`src/rtl/cp0_unit.sv`:
```
// Coprocessor-0 for the pipelined MIPS core (M stage): SR, Cause, EPC, PRId,
// mfc0/mtc0/eret service and interrupt/exception arbitration.
// Optional macro CP0_COUNT_EN adds the free-running Count register (reg 9).
module cp0_unit #(
  parameter logic [31:0] PRID_VALUE = 32'h0000_0715,
  parameter logic [31:0] HANDLER_PC = 32'h0000_4180
) (
  input  logic        clk,
  input  logic        reset,
  input  logic [4:0]  A1,
  input  logic [4:0]  A2,
  input  logic [31:0] DIn,
  input  logic        WE,
  input  logic [31:0] PC_M,
  input  logic        BD_M,
  input  logic [4:0]  ExcCode_M,
  input  logic [5:0]  HWInt,
  input  logic        EXLClr,
  output logic        IntReq,
  output logic [31:0] EPC,
  output logic [31:0] HandlerPC,
  output logic [31:0] DOut
);

  localparam int unsigned DW = 32;
  localparam logic [4:0] REG_COUNT = 5'd9;
  localparam logic [4:0] REG_SR    = 5'd12;
  localparam logic [4:0] REG_CAUSE = 5'd13;
  localparam logic [4:0] REG_EPC   = 5'd14;
  localparam logic [4:0] REG_PRID  = 5'd15;
  localparam logic [DW-1:0] WORD_MASK = 32'hFFFF_FFFC;

  logic [5:0]    im;
  logic          exl;
  logic          ie;
  logic          cause_bd;
  logic [5:0]    cause_ip;
  logic [4:0]    cause_exc;
  logic [DW-1:0] epc_q;
  logic          int_pending;
  logic          exc_pending;
  logic [DW-1:0] sr_word;
  logic [DW-1:0] cause_word;
  logic [DW-1:0] epc_next;
  logic [DW-1:0] count_word;

  // Arbitration: enabled interrupt beats a synchronous exception; EXL blocks both
  always_comb begin
    int_pending = ie & (|(im & HWInt));
    exc_pending = (ExcCode_M != 5'd0);
    IntReq      = ~exl & (int_pending | exc_pending);
    epc_next    = (BD_M ? (PC_M - 32'd4) : PC_M) & WORD_MASK;
  end

  // SR / Cause / EPC state
  always_ff @(posedge clk) begin
    if (reset) begin
      im        <= 6'd0;
      exl       <= 1'b0;
      ie        <= 1'b0;
      cause_bd  <= 1'b0;
      cause_ip  <= 6'd0;
      cause_exc <= 5'd0;
      epc_q     <= '0;
    end else begin
      cause_ip <= HWInt;
      if (IntReq) begin
        exl       <= 1'b1;
        cause_bd  <= BD_M;
        cause_exc <= int_pending ? 5'd0 : ExcCode_M;
        epc_q     <= epc_next;
      end else if (WE) begin
        if (A2 == REG_SR) begin
          im  <= DIn[15:10];
          exl <= DIn[1];
          ie  <= DIn[0];
        end else if (A2 == REG_EPC) begin
          epc_q <= DIn & WORD_MASK;
        end
      end else if (EXLClr) begin
        exl <= 1'b0;
      end
    end
  end

`ifdef CP0_COUNT_EN
  logic [DW-1:0] count_q;

  // Free-running cycle counter, software-loadable through mtc0 9
  always_ff @(posedge clk) begin
    if (reset) begin
      count_q <= '0;
    end else if (!IntReq && WE && (A2 == REG_COUNT)) begin
      count_q <= DIn;
    end else begin
      count_q <= count_q + 32'd1;
    end
  end

  assign count_word = count_q;
`else
  assign count_word = '0;
`endif

  // mfc0 read mux; unimplemented registers read 0
  always_comb begin
    sr_word    = {16'd0, im, 8'd0, exl, ie};
    cause_word = {cause_bd, 15'd0, cause_ip, 3'd0, cause_exc, 2'd0};
    DOut       = '0;
    case (A1)
      REG_COUNT: DOut = count_word;
      REG_SR:    DOut = sr_word;
      REG_CAUSE: DOut = cause_word;
      REG_EPC:   DOut = epc_q;
      REG_PRID:  DOut = PRID_VALUE;
      default:   DOut = '0;
    endcase
  end

  assign EPC       = epc_q;
  assign HandlerPC = HANDLER_PC;

endmodule

```
`config.mk`:
```
export PLATFORM = sky130hd
export DESIGN_NAME = cp0_unit
export DESIGN_NICKNAME = d
export VERILOG_FILES = /design/src/rtl/cp0_unit.sv
export SDC_FILE = /design/constraint.sdc
export NUM_CORES = 1
export LEC_CHECK = 0
export CORE_MARGIN = 1.5
export CORE_UTILIZATION = 40
export CTS_CLUSTER_SIZE = 24
export DETAILED_ROUTE_END_ITERATION = 8
export DONT_BUFFER_PORTS = 1
export PLACE_DENSITY_LB_ADDON = 0.15
export SLEW_MARGIN = 20
export SYNTH_ARGS = -nofsm -noshare
export SYNTH_HDL_FRONTEND = slang
export SYNTH_SLANG_ARGS = --single-unit
export TNS_END_PERCENT = 10
```
`constraint.sdc`:
```
create_clock -name clk -period 2.8 [get_ports clk]
set_clock_uncertainty 0.05 [all_clocks]
set_input_delay 0.56 -clock clk [delete_from_list [all_inputs] [get_ports clk]]
set_output_delay 0.56 -clock clk [all_outputs]
set_load 0.02 [all_outputs]
```
* Yosys cells after proc, flatten, opt, wreduce, memory -nomap -nowiden *
Cells that the tools add are included.

cells by class
  add/sub/neg operators = 1
  equal/unequal tests = 8
  multiplexer cells = 11
  bitwise logic cells = 6
  reduce and logical (&&, ||, !) cells = 8

operators by type and width
  kind                     number
  $mux W32                 5
  $pmux W32 S4             1
  $sub A32 B3 Y32 const B  1
  $eq A5 B4 Y1 const B     6
  $and A6 B6 Y6            1
  $reduce_and A3 Y1        2
  $reduce_or A6 Y1         1
  $mux W5                  1
  $reduce_bool A5 Y1       1
  $mux W1                  4
  $reduce_bool A2 Y1       2
  $ne A3 B1 Y1 const B     1
  $reduce_bool A3 Y1       1
  $and A1 B1 Y1            2
  $ne A2 B2 Y1 const B     1
  $not A1 Y1               2
  $reduce_and A2 Y1        1
  $or A1 B1 Y1             1

storage, ports and cells
  register bits = 50
  input bits = 90
  output and inout bits = 97
  logic and storage cells = 41

* Longest topological paths before layout *
  depth after elaboration = 7
  depth in mapped cells = 7
  mapped depth without buffers = 6

* Least setup slack after synthesis *
OpenSTA, ideal clock, no wires.

  path type = input -> output
  from = input HWInt[0]
  to = output IntReq
  arrival time = 2054 ps
  required time = 2190 ps
  slack = 136 ps
  stages on the path = 5
  buffers on the path = 1
  cells stage by stage = a22oi_1 a311oi_1 nor2_1 inv_1 clkbuf_1

between the ends
  longest elaborated chain between the ends = 5

ends and longest elaborated chain
  item              line  source
  from (decl)       17    input logic [5:0] HWInt,
  $and A6 B6 Y6     49    int_pending = ie & (|(im & HWInt));
  $reduce_or A6 Y1  49
  $and A1 B1 Y1     49
  $or A1 B1 Y1      51    IntReq = ~exl & (int_pending | exc_pending);
  $and A1 B1 Y1     51
  to (decl)         19    output logic IntReq,

No other way between the ends.

* Worst setup path in the final report *
  from = register im[1]
  to = output IntReq

between the ends
  longest elaborated chain between the ends = 5

ends and longest elaborated chain
  item                    line  source
  from (decl)             33    logic [5:0] im;
  from (signal assigned)  74    im <= DIn[15:10];
  $and A6 B6 Y6           49
  $reduce_or A6 Y1        49
  $and A1 B1 Y1           49
  $or A1 B1 Y1            51
  $and A1 B1 Y1           51

No other way between the ends.

==> results by group <==
Status
  – Status: complete, no violations

Setup path
  – Slowest cell on crit path: inv_1
  – Slowest stage delay, CP: between 0.3 and 0.4 ns
  – Critical Path Sink: IntReq
  – Crit Path Class: reg -> out
  – Cell family with most CP delay: buffers and inverters
  – Worst EP arrival: 1.88 ns
  – Cell depth of the worst setup path: 5
  – Startpoint Class: flop
  – Register-to-Register Path Depth: 7
  – R2R Setup Slk: 0.60 ns
  – Critical path fanouts, max: 10
  – CP Capture Type: output port
  – WP data required: 2.19 ns
  – Buf/Inv on CP: 2
  – Reg2reg end: EPC[26]
  – Critical Path, Cell by Cell: a22oi_1 -> a311oi_4 -> buf_4 -> nor2_1 -> inv_1
  – Crit Reg-Reg Startpoint: im[1]
  – Beginning of the critical path: im[1]

Synthesis
  – Post-Syn Area: 3846 um^2
  – Post-Syn Instances: 497
  – Ys flop type: dfxtp_1
  – Netlist cell types: a little under 50
  – Ys async rst share: 0%
  – Synthesis Warnings: 0
  – Mean Syn Cell Area: 7.739 um^2
  – Flops & latches, synth: 50
  – Post-synthesis sequential area ratio: between 20% and 30%
  – EDFF count, synth: 0

STA
  – Worst-Margin Slew: 0.6563 ns
  – Final Hold Viols: 0
  – Tmin final: 2.489 ns
  – Fmax achieved: 401.8 MHz
  – Tcrit/Tclk final: 88.89%
  – Fin. max-slew vios: 0
  – Hold WS: 0.2607 ns
  – Setup-failing EPs final: 0
  – Fin Setup TNS: 0 ns
  – RSZ-0062 raised after global routing: false
  – Max_slew headroom: 55.11%

Floorplanning
  – Die W: 101.1 um
  – Die footprint: around 10000 um^2
  – Initial Util: 41.43%
  – IO Count: 187
  – Number of placement rows: 35
  – Core outline area: between 9000 and 10000 um^2
  – Die span in y: 101.1 um

Clocking
  – Hold buffers post-CTS: 0
  – Worst skew pair latency: 0.30 ns
  – Clk root buf: clkbuf_8
  – CTS tree: yes
  – Post-CTS setup buffers: 0
  – TritonCTS buffer count: 5
  – CTS Buffer Depth: 2
  – CTS sink count: 50
  – CTS clk-pin slew, worst paths: 0.10 ns
  – CTS resizes: 0
  – H-tree depth: 2

Routing
  – Drt wl/cell: between 15 and 20 um
  – Met3 WL post-DR: 1202 um
  – Routed wl met2: 4987 um
  – First DRT Iteration DRCs: about 180
  – Final wirelength: 11650 um
  – 1st-pass router iterations: 6
  – Met1 Wirelength: 5288 um
  – Top layer in use: met4
  – Post-route DRC: 0
  – Post-route ant nets: 0
  – Vias: 3617
  – Vias per cell: 5.959

Global routing
  – Largest net degree at the start of global routing: 50
  – Number of global-route vias before repair: 3263
  – Overall routing resource usage: 22.17%
  – Global route total overflow: 0
  – First-pass GRT wire length: 17710 um
  – Initial antenna violation count: 2

Placement
  – Routability cong.: 0.9057
  – DP HPWL: a little under 9000 um
  – PortBufs: 0

Pwr
  – PD cells: 424.0 nW/um^2
  – Peak supply drop: between 0.2 and 0.25 mV
  – LEAKAGE: 1.465 nW

Cells and area
  – Commonest cells after routing, fill and taps aside: dfxtp_1 (50), a31oi_1 (38), inv_1 (35)
  – Nets@finish: 566
  – Area delta synth->final: 4.131%
  – Share of cells above drive strength 1: 8.824%
  – Commonest non-fill, non-tap cell in the layout: dfxtp_1

Worst hold path
  – Hold path cells: 1
  – Hold Crit Class: in -> reg

Flow run
  – Max-cap viol count: 0
==> area by class of cell <==
cell class	count	area, um^2
multi-input combinational	364	2430
tap	129	161.4
timing repair buffer	19	167.7
sequential	50	1001
fill	971	5279
clock inverter	3	40.04
inverter	35	131.4
clock buffer	5	68.82
antenna	2	5.005
==> sequential cells by signal (all words and copies together), names as in the netlist <==
signal     count
exl            1
cause_exc      5
ie             1
cause_bd       1
EPC           30
cause_ip       6
im             6
==> power breakdown <==
group	switching (W)	internal [W]	leakage [nW]
sequential	0.000103	0.000765	0.414
combinational	0.000190	0.000122	0.992
clock	0.000254	0.000264	0.0579
==> cells in the mapped netlist, types with 6 or more instances <==
cell type | instances | area [um^2]
or3_1 | 8 | 50.05
a31oi_1 | 38 | 237.7
and2_1 | 17 | 106.4
a21oi_1 | 15 | 75.07
a211oi_1 | 21 | 157.7
nor3_1 | 8 | 40.04
nand4_1 | 7 | 43.79
clkbuf_1 | 41 | 153.9
dfxtp_1 | 50 | 1001
inv_1 | 35 | 131.4
o41ai_1 | 18 | 157.7
buf_4 | 35 | 262.8
and4_1 | 23 | 201.4
a22oi_1 | 7 | 52.55
nor4_1 | 16 | 100.1
nor2_1 | 24 | 90.09
nand2_1 | 22 | 82.58
or4_1 | 11 | 82.58
xnor2_1 | 8 | 70.07
o21ai_0 | 6 | 30.03
nor2b_1 | 11 | 68.82
mux2i_1 | 20 | 200.2
==> metrics by stage <==
| stage | total power, W | cell area, um^2 | util (%) | std cells | worst slack, ns |
|---|---|---|---|---|---|
| 2_1_floorplan | 0.001172 | 3966 | - | 529 | 0.1356 |
| 3_3_place_gp | 0.001191 | 3891 | 41.91 | 597 | 0.2564 |
| 3_5_place_dp | 0.001194 | 3891 | 41.91 | 597 | 0.2271 |
| 4_1_cts | 0.001707 | 4000 | 43.09 | 605 | 0.2960 |
| 5_1_grt | 0.001781 | 4005 | 43.14 | 607 | 0.2143 |
| 6_report | 0.001698 | 4005 | 43.14 | 607 | 0.3111 |
==> worst min-delay path by stage <==
stage	slack (ns)	end	startpoint
final	0.26	cause_ip[0]	reset
after floorplan	0.39	im[0]	im[0]
after global routing	0.24	cause_ip[4]	reset
after global placement	0.41	im[0]	im[0]
after detailed placement	0.42	im[0]	im[0]
after CTS	0.25	cause_ip[3]	reset
==> kinds of logic after synthesis <==
kind of cell,Yosys count,synth area share [%]
other,2,0.1953
and+or+nand+nor,173,28.11
adders and majority gates,1,0.3253
AOI/OAI and AO/OA,124,22.54
muxes,20,5.205
buffers and inverters,115,14.87
xor gates and xnor gates,12,2.733
DFF,50,26.02
==> routing by layer <==
metal / vias up / global-route usage (%)
li1: 1750 / -
met1: 1693 / 31.24
met2: 165 / 32.94
met3: 9 / 6.519
met4: 0 / 5.769
met5: - / 0
(Power assumes the default switching activity.)
